`src/rtl/cnn_frame_sequencer_if.sv`:
```
// Pixel stream and CNN core control bundle; the sequencer drives it as master and the CNN core is the slave.
interface cnn_frame_sequencer_if #(
    parameter int PIXEL_W = 8
);
    logic               cnn_start;
    logic               cnn_reset;
    logic               cnn_busy;
    logic               cnn_result_valid;
    logic               pix_out_valid;
    logic               pix_out_ready;
    logic [PIXEL_W-1:0] pix_out_data;

    modport master (
        output cnn_start, cnn_reset, pix_out_valid, pix_out_data,
        input  cnn_busy, cnn_result_valid, pix_out_ready
    );
    modport slave (
        input  cnn_start, cnn_reset, pix_out_valid, pix_out_data,
        output cnn_busy, cnn_result_valid, pix_out_ready
    );
endinterface

```
`src/rtl/cnn_frame_sequencer.sv`:
```
// Frame sequencer between the register file and the CNN core: control edges become registered one-cycle pulses;
// pixels leave a first-word-fallthrough FIFO on valid/ready, and a push into a full FIFO with no pop that cycle is dropped.
module cnn_frame_sequencer_fifo #(
    parameter int W     = 8,
    parameter int DEPTH = 16,
    parameter int AW    = $clog2(DEPTH)
) (
    input  logic         clk,
    input  logic         rst,
    input  logic         flush,
    input  logic         push,
    input  logic [W-1:0] push_dat,
    input  logic         pop,
    output logic [W-1:0] head_dat,
    output logic         empty,
    output logic         full,
    output logic [AW:0]  level
);
    localparam logic [AW:0] FULL_LVL = (AW+1)'(DEPTH);

    logic [W-1:0]  mem [DEPTH];
    logic [AW-1:0] wr_ptr;
    logic [AW-1:0] rd_ptr;
    logic          do_push;
    logic          do_pop;

    assign empty    = (level == '0);
    assign full     = (level == FULL_LVL);
    assign do_pop   = pop & ~empty & ~flush;
    // A pop in the same cycle frees the slot, so a push into a full FIFO still lands.
    assign do_push  = push & (~full | do_pop) & ~flush;
    assign head_dat = mem[rd_ptr];

    always_ff @(posedge clk) begin
        if (do_push) mem[wr_ptr] <= push_dat;
    end

    always_ff @(posedge clk) begin
        if (rst || flush) begin
            wr_ptr <= '0;
            rd_ptr <= '0;
            level  <= '0;
        end else begin
            if (do_push) wr_ptr <= wr_ptr + 1'b1;
            if (do_pop)  rd_ptr <= rd_ptr + 1'b1;
            level <= level + (AW+1)'(do_push) - (AW+1)'(do_pop);
        end
    end
endmodule

module cnn_frame_sequencer #(
    parameter int PIXEL_W        = 8,
    parameter int FIFO_DEPTH     = 16,
    parameter int FRAME_PIXELS   = 1024,
    parameter int TIMEOUT_CYCLES = 100000,
    parameter int CNT_W          = 32
) (
    input  logic                  clk,
    input  logic                  rst,
    input  logic [31:0]           control_reg,
    input  logic [31:0]           pixel_reg,
    output logic [31:0]           status_reg,
    output logic [CNT_W-1:0]      frame_count_reg,
    output logic [31:0]           error_code_reg,
    output logic                  frame_start,
    output logic                  frame_complete,
    output logic                  irq,
    cnn_frame_sequencer_if.master cnn
);
    localparam int          AW        = $clog2(FIFO_DEPTH);
    localparam logic [31:0] FRAME_LEN = 32'(FRAME_PIXELS);
    localparam logic [31:0] WD_LAST   = 32'(TIMEOUT_CYCLES - 1);

    typedef enum logic [2:0] {
        S_IDLE  = 3'd0,
        S_LOAD  = 3'd1,
        S_READY = 3'd2,
        S_RUN   = 3'd3,
        S_ERROR = 3'd4
    } state_t;

    state_t             state;
    logic [5:0]         ctrl_d1;
    logic               res_d1;
    logic [31:0]        pixel_count;
    logic [31:0]        watchdog;
    logic               done;
    logic               cnn_start_q;
    logic               cnn_reset_q;
    logic [5:0]         ev;
    logic [4:0]         err_n;
    logic               soft_rst, err_clr, fs_ok, push_load, push_acc, pop_req;
    logic               fc_ok, start_ok, result_ok, timeout, force_err;
    logic [PIXEL_W-1:0] head_dat;
    logic               fifo_empty, fifo_full;
    logic [AW:0]        fifo_level;
    logic               unused_bits;

    assign unused_bits = ^{control_reg[31:7], pixel_reg[31:PIXEL_W]};

    assign ev        = control_reg[5:0] & ~ctrl_d1;
    assign soft_rst  = ev[1];
    assign err_clr   = ev[5] & ~soft_rst;
    assign fs_ok     = ev[3] & ~soft_rst & (state == S_IDLE);
    assign push_load = ev[2] & ~soft_rst & (state == S_LOAD);
    assign pop_req   = cnn.pix_out_valid & cnn.pix_out_ready;
    assign push_acc  = push_load & (~fifo_full | pop_req);
    // The size check counts a pixel pushed in the same cycle as frame complete.
    assign fc_ok     = ev[4] & ~soft_rst & (state == S_LOAD) & (pixel_count + 32'(push_acc) == FRAME_LEN);
    assign start_ok  = ev[0] & ~soft_rst & (state == S_READY);
    assign result_ok = cnn.cnn_result_valid & ~res_d1 & ~soft_rst & (state == S_RUN);
    assign timeout   = (state == S_RUN) & ~result_ok & ~soft_rst & (watchdog == WD_LAST);

    always_comb begin
        err_n = '0;
        if (!soft_rst) begin
            err_n[0] = timeout;
            err_n[1] = (ev[3] & (state != S_IDLE)) | (ev[0] & (state != S_READY));
            err_n[2] = push_load & fifo_full & ~pop_req;
            err_n[3] = ev[4] & (state == S_LOAD) & ~fc_ok;
            err_n[4] = ev[2] & (state != S_LOAD);
        end
    end

    // Protocol slips (bits 1 and 4) are only recorded; the others abort the frame.
    assign force_err = err_n[0] | err_n[2] | err_n[3];

    cnn_frame_sequencer_fifo #(.W(PIXEL_W), .DEPTH(FIFO_DEPTH)) u_fifo (
        .clk      (clk),
        .rst      (rst),
        .flush    (soft_rst | fs_ok),
        .push     (push_load),
        .push_dat (pixel_reg[PIXEL_W-1:0]),
        .pop      (cnn.pix_out_ready),
        .head_dat (head_dat),
        .empty    (fifo_empty),
        .full     (fifo_full),
        .level    (fifo_level)
    );

    always_ff @(posedge clk) begin
        if (rst) begin
            state           <= S_IDLE;
            ctrl_d1         <= '0;
            res_d1          <= 1'b0;
            pixel_count     <= '0;
            watchdog        <= '0;
            done            <= 1'b0;
            frame_count_reg <= '0;
            error_code_reg  <= '0;
            cnn_start_q     <= 1'b0;
            cnn_reset_q     <= 1'b0;
            frame_start     <= 1'b0;
            frame_complete  <= 1'b0;
            irq             <= 1'b0;
        end else begin
            ctrl_d1        <= control_reg[5:0];
            res_d1         <= cnn.cnn_result_valid;
            cnn_reset_q    <= soft_rst;
            frame_start    <= fs_ok;
            frame_complete <= fc_ok & ~force_err;
            cnn_start_q    <= start_ok;
            irq            <= control_reg[6] & (done | (|error_code_reg));
            error_code_reg <= (soft_rst | err_clr) ? {27'b0, err_n} : (error_code_reg | {27'b0, err_n});
            watchdog       <= (state == S_RUN) ? watchdog + 32'd1 : '0;

            if (soft_rst || fs_ok) pixel_count <= '0;
            else                   pixel_count <= pixel_count + 32'(push_acc);

            if (soft_rst || fs_ok) done <= 1'b0;
            else if (result_ok)    done <= 1'b1;

            if (result_ok) frame_count_reg <= frame_count_reg + 1'b1;

            if (soft_rst)                         state <= S_IDLE;
            else if (err_clr && state == S_ERROR) state <= S_IDLE;
            else if (fs_ok)                       state <= S_LOAD;
            else if (force_err)                   state <= S_ERROR;
            else if (fc_ok)                       state <= S_READY;
            else if (start_ok)                    state <= S_RUN;
            else if (result_ok)                   state <= S_IDLE;
        end
    end

    assign cnn.cnn_start     = cnn_start_q;
    assign cnn.cnn_reset     = cnn_reset_q;
    assign cnn.pix_out_valid = ~fifo_empty;
    assign cnn.pix_out_data  = head_dat;

    assign status_reg = {pixel_count[15:0], 7'(fifo_level), |error_code_reg, done, state,
                         fifo_full, fifo_empty, cnn.cnn_result_valid, cnn.cnn_busy};
endmodule
```
`src/flat_wrapper.sv`:
```
// flat-port wrapper written by rule: the top's interface ports become plain ports
module cnn_frame_sequencer_flat 
#(
    parameter int PIXEL_W        = 8,
    parameter int FIFO_DEPTH     = 16,
    parameter int FRAME_PIXELS   = 1024,
    parameter int TIMEOUT_CYCLES = 100000,
    parameter int CNT_W          = 32
)
  (clk, rst, control_reg, pixel_reg, status_reg, frame_count_reg, error_code_reg, frame_start, frame_complete, irq, cnn_cnn_start, cnn_cnn_reset, cnn_pix_out_valid, cnn_pix_out_data, cnn_cnn_busy, cnn_cnn_result_valid, cnn_pix_out_ready);
  cnn_frame_sequencer_if #(.PIXEL_W(PIXEL_W)) cnn_i ();
  input  logic clk;
  input  logic rst;
  input  logic [31:0] control_reg;
  input  logic [31:0] pixel_reg;
  output logic [31:0] status_reg;
  output logic [CNT_W-1:0] frame_count_reg;
  output logic [31:0] error_code_reg;
  output logic frame_start;
  output logic frame_complete;
  output logic irq;
  output wire logic [$bits(cnn_i.cnn_start)-1:0] cnn_cnn_start;
  output wire logic [$bits(cnn_i.cnn_reset)-1:0] cnn_cnn_reset;
  output wire logic [$bits(cnn_i.pix_out_valid)-1:0] cnn_pix_out_valid;
  output wire logic [$bits(cnn_i.pix_out_data)-1:0] cnn_pix_out_data;
  input wire logic [$bits(cnn_i.cnn_busy)-1:0] cnn_cnn_busy;
  input wire logic [$bits(cnn_i.cnn_result_valid)-1:0] cnn_cnn_result_valid;
  input wire logic [$bits(cnn_i.pix_out_ready)-1:0] cnn_pix_out_ready;
  assign cnn_cnn_start = cnn_i.cnn_start;
  assign cnn_cnn_reset = cnn_i.cnn_reset;
  assign cnn_pix_out_valid = cnn_i.pix_out_valid;
  assign cnn_pix_out_data = cnn_i.pix_out_data;
  assign cnn_i.cnn_busy = cnn_cnn_busy;
  assign cnn_i.cnn_result_valid = cnn_cnn_result_valid;
  assign cnn_i.pix_out_ready = cnn_pix_out_ready;
  cnn_frame_sequencer #(.PIXEL_W(PIXEL_W), .FIFO_DEPTH(FIFO_DEPTH), .FRAME_PIXELS(FRAME_PIXELS), .TIMEOUT_CYCLES(TIMEOUT_CYCLES), .CNT_W(CNT_W)) u_core (.clk(clk), .rst(rst), .control_reg(control_reg), .pixel_reg(pixel_reg), .status_reg(status_reg), .frame_count_reg(frame_count_reg), .error_code_reg(error_code_reg), .frame_start(frame_start), .frame_complete(frame_complete), .irq(irq), .cnn(cnn_i));
endmodule
```
`config.mk`:
```
export PLATFORM = sky130hd
export DESIGN_NAME = cnn_frame_sequencer_flat
export DESIGN_NICKNAME = d
export VERILOG_FILES = /design/src/rtl/cnn_frame_sequencer_if.sv /design/src/rtl/cnn_frame_sequencer.sv /design/src/flat_wrapper.sv
export SDC_FILE = /design/constraint.sdc
export NUM_CORES = 1
export LEC_CHECK = 0
export ABC_AREA = 1
export BUFFER_PORTS_ARGS = -buffer_cell sky130_fd_sc_hd__buf_4
export CAP_MARGIN = 20
export CORE_MARGIN = 2
export CORE_UTILIZATION = 50
export CTS_CLUSTER_DIAMETER = 60
export DETAILED_ROUTE_END_ITERATION = 10
export PLACE_DENSITY = 0.74
export SLEW_MARGIN = 40
export SYNTH_ARGS = -nofsm -noshare
export SYNTH_HDL_FRONTEND = slang
export SYNTH_SLANG_ARGS = --single-unit
```
`constraint.sdc`:
```
create_clock -name clk -period 2.7 [get_ports clk]
set_input_delay 0.27 -clock clk [delete_from_list [all_inputs] [get_ports clk]]
set_output_delay 0.27 -clock clk [all_outputs]
set_load 0.05 [all_outputs]
```
Word level (Yosys, flattened, before mapping) --
Memories as Yosys holds them, arrays and structs flattened. A register that Yosys moved wholly into a read port is not among the register bits. Cells that the tools add are included.
Operators by class: order comparisons 0, div/mod/pow operators 0, multiply operators 0, bitwise operators 51, equality and inequality tests 9, add/sub/neg operators 7, shifts and indexed selects 0, reductions and logical operators 16, muxes and demuxes 11
Operators with widths (count):
- adder 32 x 1 -> 32 bit (second input constant) | 2
- adder 32 x 1 -> 32 bit | 1
- == test 32 x 11 -> 1 bit (second input constant) | 1
- == test 32 x 17 -> 1 bit (second input constant) | 1
- bitwise OR 32 x 5 -> 32 bit | 1
- OR reduction 32 bit | 1
- AND 1 bit | 30
- 2-to-1 mux 3 bit | 4
- 2-to-1 mux 5 bit | 2
- NOT 1 bit | 10
- adder 4 x 1 -> 4 bit (second input constant) | 2
- 2-to-1 mux 4 bit | 2
- bitwise OR 1 bit | 8
- AND 6 bit | 1
- == test 3 x 2 -> 1 bit (second input constant) | 2
- NOT 6 bit | 1
- nonzero test 3 bit | 2
- OR reduction 2 bit | 3
- adder 5 x 1 -> 5 bit | 1
- == test 5 bit (second input constant) | 1
- logical NOT 5 bit | 1
- nonzero test 5 bit | 1
- OR reduction 5 bit | 1
- subtractor 5 x 1 -> 5 bit | 1
- 11 further kinds | 14
Storage, ports and cells: memory bits (read-only) 0, bits of input ports 69, word-level logic and storage cells 114, bits in latches 0, output and inout port bits 110, memories 1, flip-flop bits (word level) 157, memory bits (writable) 128
Memory list:
- u_core.u_fifo.mem | depth 16, width 8, read ports 1, clocked after Yosys merged registers in 1, write ports 1, line cnn_frame_sequencer.sv:21 | logic [W-1:0] mem [DEPTH];

Longest topological paths before layout --
Gate-level depths: netlist (run 1).
depth in word-level cells 16, mapped depth 23, gate-level depth less buffers 23

Cells and area by module --
Synthesis (run 1) repeated with hierarchy kept, for this count alone.
Unflattened totals: cell total of the unflattened synthesis 1605, area total of the unflattened synthesis 12879.9 um2
Modules (own cells, without submodules):
- cnn_frame_sequencer_fifo | seq. area each 4184.0 um2, cells each 654, area each 6480.0 um2, times used 1
- cnn_frame_sequencer | seq. area each 2342.2 um2, cells each 951, area each 6399.9 um2, times used 1

Worst setup path after synthesis (run 1) --
OpenSTA, ideal clock, no wires.
path kind register to register, start reg u_core.state[0], end reg u_core.state[2], library setup time 0.110 ns, slack -0.681 ns, cell stages (with the launch flop) 24, data required time 2.590 ns, arrival 3.271 ns, buffers on the path 0, clock period less this slack 3.381 ns, path through dfxtp_1 inv_1 nor3_1 inv_1 nor4_1 o21ai_1 inv_1 ha_1 ha_1 nand2_2 nor2_4 nand2_1 nor2_2 nand2_1 nand2_1 nand2_1 nor2_1 nand2_1 nor2_1 nand4_1 nand3_2 nand3_1 nand2_1 inv_1
On the way: cells in the longest elaborated chain, start to end 11, elaborated cells on any way between the ends 32, those cells by class add/sub: 1; eq/ne: 5; mux: 4; bitwise: 18; reduce/logical: 4
RTL lines:
- from (decl) | line cnn_frame_sequencer.sv:82 | state_t state;
- from (signal assigned) | line cnn_frame_sequencer.sv:143 | state <= S_IDLE;
- from (signal assigned) | line cnn_frame_sequencer.sv:175 | if (soft_rst) state <= S_IDLE;
- from (signal assigned) | line cnn_frame_sequencer.sv:176 | else if (err_clr && state == S_ERROR) state <= S_IDLE;
- == test 3 x 1 -> 1 bit | line cnn_frame_sequencer.sv:105, cnn_frame_sequencer.sv:109, cnn_frame_sequencer.sv:120
- AND 1 bit | line cnn_frame_sequencer.sv:105 | assign push_load = ev[2] & ~soft_rst & (state == S_LOAD);
- AND 1 bit | line cnn_frame_sequencer.sv:107 | assign push_acc = push_load & (~fifo_full | pop_req);
- adder 32 x 1 -> 32 bit | line cnn_frame_sequencer.sv:109 | assign fc_ok = ev[4] & ~soft_rst & (state == S_LOAD) & (pixel_count + 32'(push_acc) == FRAME_LEN);
- == test 32 x 11 -> 1 bit | line cnn_frame_sequencer.sv:109
- AND 1 bit | line cnn_frame_sequencer.sv:109
- NOT 1 bit | line cnn_frame_sequencer.sv:120 | err_n[3] = ev[4] & (state == S_LOAD) & ~fc_ok;
- AND 1 bit | line cnn_frame_sequencer.sv:120
- 2-to-1 mux 5 bit | line cnn_frame_sequencer.sv:116 | if (!soft_rst) begin
- bitwise OR 1 bit | line cnn_frame_sequencer.sv:126 | assign force_err = err_n[0] | err_n[2] | err_n[3];
- nonzero test 4 bit (no source line) or 2-to-1 mux 3 bit (tied branches)
Several ways; a longest one is shown, not always the timed one. A chain may end at the register's enable or synchronous reset.

Worst setup path after layout (run 1) --
start reg u_core.state[1], end reg u_core.state[2]
Same word-level chain as after synthesis.

==> results_dict.tcl, run 1 <==
set metrics [dict create \
    grt_pass1_vias 9423 \
    setup.worst_path.start_class "flop" \
    pwr-share-seq 0.476 \
    fin_ws_ns -0.320 \
    worstHoldPathType "primary input to flop" \
    grt_first_pass_wirelength_mm 46.4 \
    max_cap_viol_count 0 \
    power_frac_comb 0.094 \
    clockBufferDepth 3 \
    ios 179 \
    areaGrowthSynthToFinish_pct 23.2 \
    fin_util 0.628 \
    top_register "u_core.u_fifo.mem" \
    final_area_mm2 0.0153 \
    cts_sinks 262 \
    cts.clk_slew.worst_paths_ns 0.06 \
    nets 1693 \
    fin_skew_ns 0.0120 \
    ys_top_cells_by_area "edfxtp_1, dfxtp_1, nand2_1" \
    criticalPathCategory "flop to flop" \
    grt_max_degree 38 \
    cp-end-kind "flop" \
    root_buffer "clkbuf_16" \
    n_antenna_cell 0 \
    finalCritPeriodShare 1.12 \
    drtIter0Drc 796 \
    synth-edff-count 128 \
    ys_ff_latch 262 \
    switching_share 0.239 \
    hold_viol_final 0 \
    required_ns 3.13 \
    largest_reg_flops 128 \
    routed_wl_mm 29.5 \
    synth_warnings 0 \
    gr-usage-all-layers 0.220 \
    placedCellCount 1883 \
    cts_tree "yes" \
    placed_cell_area_mm2 0.0140 \
    outcome "finished with violations" \
    ys_types 47 \
    peakVddDrop_mv 0.381 \
    final_cell_mix "nand2_1, buf_4, inv_1" \
    gr-total-overflow 0 \
    power_w 0.00883 \
    slew_violations 0 \
    yosysSeqAreaShare 0.526 \
    vias 10000 \
    drtPass1Iterations 5 \
    critical_path.max_fanout 6 \
    relSlewSlack 0.549 \
    intPower_w 0.00673 \
    port_buffers 98 \
    antenna_found_initial 0 \
    core_area_mm2 0.0243 \
    place_congestion 0.923 \
    power.leakage_nw 5.92 \
    cts_buffers 29 \
    yosysTopAreaCell "edfxtp_1" \
    yosysTopAreaCellShare 0.310 \
    ys.flop_type "dfxtp_1" \
    routedWlPerCell_um 15.1 \
    period_needed_ns 3.02 \
    clockPowerShare 0.430 \
    final_cells 1952 \
    drive_gt1_frac 0.217 \
    viasPerCell 5.13 \
    route.detailed.drc 0 \
    p_switching_w 0.00211 \
    clkLatencyLatePin_ns 0.54 \
    die_width_um 161 \
    syn-cell-area_mm2 0.0124 \
    synth_area_per_cell_um2 8.78 \
    setup_viol 5 \
    ant_nets 0 \
    powerDensity_mw_per_mm2 578 \
    netlist_instances 1413 \
    regToRegSetupSlack_ns -0.32 \
    die_h_um 161 \
    violations "setup timing" \
    rsz0062_at_grt "true" \
    worst_slew_pin_slew_ns 0.673 \
    layout_commonest_cell "nand2_1" \
    cts_htree_levels 1 \
    rows 57 \
    start_util 0.510 \
    hpwl_mm 20.7 \
    die_area_mm2 0.0261 \
    critPathArrivalTime_ns 3.45 \
    fmax_mhz 331 \
    async_reset_ff_frac 0 \
]
## synthesized netlist by cell type (2+ instances only)
| master | count |
|---|---|
| a21oi_1 | 96 |
| and2_1 | 3 |
| buf_2 | 4 |
| buf_4 | 50 |
| nor2_2 | 9 |
| nand3_1 | 48 |
| buf_1 | 3 |
| o21ai_1 | 5 |
| o211ai_1 | 32 |
| nand2_1 | 241 |
| nor3b_1 | 5 |
| nor2_1 | 173 |
| nor4_1 | 20 |
| nand3_2 | 5 |
| inv_2 | 3 |
| a31oi_1 | 4 |
| nor2_4 | 9 |
| o21ai_0 | 69 |
| nor3_2 | 5 |
| nand2_4 | 2 |
| dfxtp_1 | 134 |
| edfxtp_1 | 128 |
| or2_2 | 3 |
| ha_1 | 16 |
| o21a_1 | 2 |
| nand3b_1 | 17 |
| clkbuf_1 | 27 |
| mux2i_1 | 32 |
| nand2_2 | 6 |
| nor3_1 | 31 |
| xnor2_1 | 5 |
| inv_1 | 180 |
| xor2_1 | 13 |
| nand4_1 | 20 |
## power by group through the flow
stage               Sequential (W)  Clock, W  Combinational [W]
floorplan                  0.00433         0           0.000512
global placement           0.00430         0           0.000738
detailed placement         0.00430         0           0.000752
CTS                        0.00421   0.00387           0.000782
global route               0.00421   0.00405           0.000880
finish                     0.00421   0.00380           0.000826
## stage by stage
stage	hold slack [ns]	worst slack, ns	setup TNS, ns
floorplan	0.369	-0.0872	-0.193
global placement	0.430	-0.242	-1.17
detailed placement	0.439	-0.289	-1.43
CTS	0.0308	-0.233	-1.03
global route	0.0558	-0.518	-2.47
finish	0.0561	-0.320	-1.42
## routing by layer
layer  vias to the layer above  routed length [µm]  track usage
li1                       5028                   -            -
met1                      4629               12500        0.279
met2                       300               14400        0.382
met3                        60                1810       0.0429
met4                         0                 801       0.0657
met5                         -                   0            0
## area by class of cell
| class | instances | area (µm²) |
|---|---|---|
| multi-input combinational | 911 | 4970 |
| fill | 2011 | 9050 |
| tap | 324 | 405 |
| clock buffer | 45 | 856 |
| timing repair buffer | 219 | 1720 |
| clock inverter | 7 | 75.1 |
| inverter | 184 | 696 |
| sequential | 262 | 6550 |
## worst paths after layout
| kind | start | endpoint | cells past startpoint |
|---|---|---|---|
| worst max-delay path | u_core.state[1] | u_core.state[2] | 21 |
| worst min-delay path | pixel_reg[2] | u_core.u_fifo.mem[5][2] | 1 |
| worst max register to register | u_core.state[1] | u_core.state[2] | 21 |
| worst min register to register | u_core.u_fifo.rd_ptr[3] | flop | 1 |
## critical path: stages, from the launching register on
cell	delay, ns
dfxtp_4	0.34
nor3_2	0.16
inv_1	0.08
nor4_2	0.13
buf_4	0.17
o21ai_4	0.07
inv_2	0.09
ha_4	0.15
ha_4	0.14
nand2_2	0.07
nor2_4	0.20
nand2_4	0.12
o21ai_2	0.15
nand2_1	0.07
nor2_2	0.11
nand2_1	0.07
nor3_2	0.25
nand4_1	0.21
nand3_2	0.16
nand3_2	0.06
nand2_1	0.06
inv_1	0.04
## logic make-up after synthesis
group	synth area share
other cells	0.000302
simple gates	0.226
xor+xnor	0.0127
buf+inv	0.0967
flops	0.526
mux	0.0258
fa+ha+maj	0.0178
compound gates	0.0943
## timing repair
| action | CTS | global route |
|---|---|---|
| endpoints found under the setup margin | 8 | 10 |
| setup buffers | 1 | 9 |
| hold buffers | 7 | 0 |
| hold endpoints to repair | 7 | 0 |
| pin swaps | 2 | 19 |
| resized for setup | 13 | 25 |
Note: power is estimated with default switching activity, not from simulation.
==> run 2: changes to the inputs <==
--- a/config.mk
+++ b/config.mk
@@ -10,9 +10,9 @@
 export CAP_MARGIN = 20
 export CORE_MARGIN = 2
 export CORE_UTILIZATION = 50
-export CTS_CLUSTER_DIAMETER = 60
 export DETAILED_ROUTE_END_ITERATION = 10
 export PLACE_DENSITY = 0.74
+export REMOVE_ABC_BUFFERS = 1
 export SLEW_MARGIN = 40
 export SYNTH_ARGS = -nofsm -noshare
 export SYNTH_HDL_FRONTEND = slang
==> results_dict.tcl, run 2 (synthesized netlist as in run 1, its figures left out) <==
set metrics [dict create \
    outcome "finished with violations" \
    violations "setup timing" \
    rsz0062_at_grt "true" \
    intPower_w 0.00704 \
    die_width_um 161 \
    ios 179 \
    r2r_start "u_core.u_fifo.level[2]" \
    relSlewSlack 0.552 \
    cts_sinks 262 \
    grt_pass1_vias 9679 \
    hpwl_mm 20.3 \
    power_w 0.00919 \
    grt_first_pass_wirelength_mm 46.8 \
    place_congestion 0.905 \
    gr-usage-all-layers 0.220 \
    slew_violations 0 \
    viasPerCell 5.21 \
    multi_input_comb_area_mm2 0.00504 \
    vias 10200 \
    cp_slowest_stage_delay_ns 0.31 \
    period_needed_ns 2.97 \
    nets 1702 \
    cts_buffers 27 \
    largest_reg_flops 128 \
    placedCellCount 1882 \
    n_antenna_cell 0 \
    fin_ws_ns -0.269 \
    route.detailed.drc 0 \
    start_util 0.510 \
    pre_cts_slack_ns -0.451 \
    final_cells 1961 \
    areaGrowthSynthToFinish_pct 25.0 \
    cts_tree "yes" \
    setup.worst_path.start_class "flop" \
    layout_commonest_cell "nand2_1" \
    port_buffers 98 \
    fin_skew_ns 0.0137 \
    hold_viol_final 0 \
    powerDensity_mw_per_mm2 593 \
    critPathArrivalTime_ns 3.41 \
    worst_slew_pin_slew_ns 0.671 \
    cpMaxStageDelayCell "dfxtp_1" \
    drtPass1Iterations 5 \
    min_to "u_core.u_fifo.mem[10][7]" \
    die_h_um 161 \
    setup_viol 6 \
    routed_wl_mm 29.1 \
    antenna_found_initial 0 \
    hold_depth 1 \
    clkLatencyLatePin_ns 0.55 \
    p_switching_w 0.00215 \
    drive_gt1_frac 0.227 \
    ant_nets 0 \
    final_area_mm2 0.0155 \
    ff_latch_area_mm2 0.00653 \
    r2r-end "u_core.state[2]" \
    cts_htree_levels 1 \
    reg2regPathDepth 18 \
    fmax_mhz 337 \
    finalCritPeriodShare 1.10 \
    critical_path.max_fanout 3 \
    max_cap_viol_count 0 \
    path_cells "inv_1, ha_2, nand4_1, o21ai_4, inv_2, ha_4, ha_4, buf_6, xnor2_1, nand3_1, nor2_1, nand3_1, nor3_2, nand4_1, nand3_2, nand3_2, nand2_2, inv_1" \
    fill_cells 1943 \
    cp-end-kind "flop" \
    final_cell_mix "nand2_1, buf_4, inv_1" \
    root_buffer "clkbuf_16" \
    grt_max_degree 38 \
    clockBufferDepth 3 \
    required_ns 3.14 \
    pwr-share-seq 0.458 \
    cts.clk_slew.worst_paths_ns 0.06 \
    rows 57 \
    min_from "pixel_reg[7]" \
    peakVddDrop_mv 0.548 \
    criticalPathCategory "flop to flop" \
    worstHoldPathType "primary input to flop" \
    drtIter0Drc 778 \
    gr-total-overflow 0 \
    power_frac_comb 0.085 \
    power.leakage_nw 6.05 \
    routedWlPerCell_um 14.8 \
    regToRegSetupSlack_ns -0.27 \
    switching_share 0.234 \
    die_area_mm2 0.0261 \
    top_register "u_core.u_fifo.mem" \
    core_area_mm2 0.0243 \
    clockPowerShare 0.456 \
    placed_cell_area_mm2 0.0139 \
]
run 2: cell count changes in the layout (fill, tap and decap cells not counted), sizes merged:
| cell | before | now |
|---|---|---|
| buf | 212 | 222 |
| dlygate4sd3 | 7 | 8 |
| clkinv | 4 | 9 |
| bufinv | 1 | 5 |
| clkbuf | 45 | 34 |
run 2: per-layer routing:
metal	track usage	vias up	share of wire
met2	0.377	369	0.47
li1	-	5035	-
met5	0	-	0
met4	0.0873	0	0.039
met1	0.272	4735	0.42
met3	0.0449	71	0.071
run 2: final cells by class:
| class | count | area share |
|---|---|---|
| flip-flops and latches | 262 | 0.421 |
| multi-input cells | 911 | 0.325 |
| repair buffers | 230 | 0.116 |
| clock buffers | 34 | 0.0521 |
| inverters | 184 | 0.0446 |
| well taps | 324 | 0.0262 |
| clock inverters | 16 | 0.0145 |
run 2: critical path: cells and delay by family, from the launching register on:
family	cells	cell delay, ns
simple gates	9	1.29
fa+ha+maj	3	0.51
flops	1	0.31
buf+inv	4	0.31
compound gates	1	0.22
xor+xnor	1	0.22
run 2: worst max path at each step:
stage | slack (ns) | start | cells past startpoint | endpoint
finish | -0.27 | u_core.u_fifo.level[2] | 18 | u_core.state[2]
global route | -0.49 | u_core.u_fifo.level[2] | 21 | u_core.state[1]
CTS | -0.32 | u_core.state[0] | 24 | u_core.state[2]
detailed placement | -0.45 | u_core.state[0] | 24 | u_core.state[2]
global placement | -0.40 | control_reg[1] | 20 | u_core.frame_complete
floorplan | -1.09 | u_core.u_fifo.level[3] | 17 | u_core.u_fifo.level[4]
run 2: power by group through the flow:
stage,Sequential (W),Clock (W),Combinational (W)
2_1_floorplan,0.00436,0,0.000404
3_3_place_gp,0.00430,0,0.000721
3_5_place_dp,0.00430,0,0.000734
4_1_cts,0.00421,0.00424,0.000770
5_1_grt,0.00421,0.00439,0.000840
6_report,0.00421,0.00419,0.000785
run 2: metrics by stage:
stage / TNS, ns / hold WS [ns] / util
2_1_floorplan: -13.95 / 0.339 / -
3_5_place_dp: -2.41 / 0.437 / 0.573
4_1_cts: -1.60 / 0.0480 / 0.630
3_3_place_gp: -1.86 / 0.425 / 0.573
6_report: -1.21 / 0.0689 / 0.637
5_1_grt: -2.78 / 0.0611 / 0.637
run 2: repair_timing:
item                                    CTS  global route
gates cloned                              0             0
setup buffers                            17             4
gates resized for setup                  38            38
pin swaps                                21            32
hold buffers                              8             0
hold endpoints to repair                  8             0
endpoints found under the setup margin   12            20
==> run 3: changes to the inputs <==
--- a/config.mk
+++ b/config.mk
@@ -11,7 +11,7 @@
 export CORE_MARGIN = 2
 export CORE_UTILIZATION = 50
 export DETAILED_ROUTE_END_ITERATION = 10
-export PLACE_DENSITY = 0.74
+export PLACE_DENSITY = 0.71
 export REMOVE_ABC_BUFFERS = 1
 export SLEW_MARGIN = 40
 export SYNTH_ARGS = -nofsm -noshare
==> constraint.sdc (replaced) <==
create_clock -name clk -period 3.1 [get_ports clk]
set_input_delay 0.31 -clock clk [delete_from_list [all_inputs] [get_ports clk]]
set_output_delay 0.31 -clock clk [all_outputs]
set_load 0.05 [all_outputs]
==> results_dict.tcl, run 3 (synthesized netlist as in run 1, its figures left out) <==
set metrics [dict create \
    n_antenna_cell 0 \
    ios 179 \
    start_util 0.510 \
    slew_violations 0 \
    grt_max_degree 42 \
    cts.clk_slew.worst_paths_ns 0.06 \
    grt_first_pass_wirelength_mm 47.0 \
    power.leakage_nw 5.52 \
    nets 1632 \
    drtPass1Iterations 6 \
    largest_reg_flops 128 \
    powerDensity_mw_per_mm2 500 \
    die_h_um 161 \
    pre_cts_slack_ns -0.192 \
    top_register "u_core.u_fifo.mem" \
    vias 9847 \
    core_area_mm2 0.0243 \
    period_needed_ns 3.04 \
    placed_cell_area_mm2 0.0136 \
    fmax_mhz 329 \
    clkLatencyLatePin_ns 0.53 \
    max_cap_viol_count 0 \
    place_congestion 0.928 \
    cts_sinks 262 \
    route.detailed.drc 0 \
    hpwl_mm 20.6 \
    final_cell_mix "nand2_1, inv_1, nor2_1" \
    rsz0062_at_grt "true" \
    cts_tree "yes" \
    fin_skew_ns 0.00673 \
    final_area_mm2 0.0146 \
    hold_viol_final 0 \
    cp-end-kind "flop" \
    root_buffer "clkbuf_16" \
    power_w 0.00728 \
    die_area_mm2 0.0261 \
    setup.worst_path.start_class "flop" \
    worst_slew_pin_slew_ns 0.701 \
    layout_commonest_cell "nand2_1" \
    fill_cells 2078 \
    outcome "complete, no violations" \
    viasPerCell 5.21 \
    routedWlPerCell_um 15.5 \
    rows 57 \
    crit_family "simple AND/OR/NAND/NOR gates" \
    finalCritPeriodShare 0.980 \
    antenna_found_initial 0 \
    port_buffers 98 \
    ant_nets 0 \
    peakVddDrop_mv 0.359 \
    critical_path.max_fanout 6 \
    fin_ws_ns 0.0635 \
    routed_wl_mm 29.3 \
    die_width_um 161 \
    gr-total-overflow 0 \
    cp_slowest_stage_delay_ns 0.32 \
    path_cells "nor3_2, inv_2, nor4_4, buf_4, o21ai_4, inv_2, ha_4, ha_4, nand2_2, nor2_4, nand2_4, nor2_4, nand2_2, nand2_1, nand2_2, nor2_1, nand2_1, nor2_2, nand4_1, nand3_2, nand3_2, nand2_1, inv_1" \
    critPathArrivalTime_ns 3.46 \
    drive_gt1_frac 0.170 \
    gr-usage-all-layers 0.223 \
    cts_htree_levels 1 \
    clockBufferDepth 3 \
    worst-path-buf-inv 4 \
    grt_pass1_vias 9535 \
    placedCellCount 1834 \
    cpMaxStageDelayCell "dfxtp_2" \
    final_cells 1890 \
    drtIter0Drc 689 \
    cts_buffers 27 \
    worstHoldPathType "primary input to flop" \
    setup_viol 0 \
    criticalPathCategory "flop to flop" \
    required_ns 3.52 \
    relSlewSlack 0.531 \
    areaGrowthSynthToFinish_pct 17.4 \
]
[run 3: path summary, 6_finish.rpt]
check,start,endpoint,slack (ns),depth (start not counted)
min,control_reg[6],u_core.irq,0.03,3
max,u_core.state[1],u_core.state[2],0.06,23
max reg2reg,u_core.state[1],u_core.state[2],0.06,23
min reg2reg,u_core.u_fifo.rd_ptr[3],flop,0.44,1
[run 3: power by group]
group          switching (W)  internal (W)  total, W  leakage, nW
logic               0.000448      0.000179  0.000627         2.91
registers          0.0000287       0.00365   0.00367         2.23
clock network        0.00129       0.00168   0.00297        0.374
total                0.00177       0.00550   0.00728         5.52
[run 3: metrics by stage]
step / util / hold slack, ns / TNS [ns]
after floorplan: - / 0.379 / -5.39
after global placement: 0.558 / 0.424 / -0.229
after detailed placement: 0.558 / 0.427 / -0.607
after CTS: 0.595 / 0.0145 / 0
after global routing: 0.599 / 0.0280 / -0.710
final: 0.599 / 0.0314 / 0
[run 3: area by class of cell]
cell class / instances / area, µm² / area share
clock buffer: 35 / 706 / 0.0485
clock inverter: 14 / 93.8 / 0.00645
inverter: 184 / 691 / 0.0474
multi-input combinational: 911 / 4900 / 0.337
sequential: 262 / 6530 / 0.449
tap: 324 / 405 / 0.0278
timing repair buffer: 160 / 1230 / 0.0843
[run 3: timing repair]
action	in CTS	in global routing
pin swaps	6	19
hold buffers	4	0
hold endpoints to repair	4	0
endpoints found under the setup margin	5	7
gates resized for setup	9	23
setup buffers	1	2
[run 3: routing by layer]
metal	GRT usage	up-vias	wire length, µm	part of all wire
met5	0	-	0	0
met4	0.0852	0	1030	0.035
met3	0.0442	82	1860	0.064
met2	0.388	284	14200	0.49
met1	0.274	4580	12200	0.42
li1	-	4901	-	-
[run 3: worst min-delay path: stages]
cell and delay (ns):
buf_4 0.11, o21ai_0 0.06, nor2_1 0.04
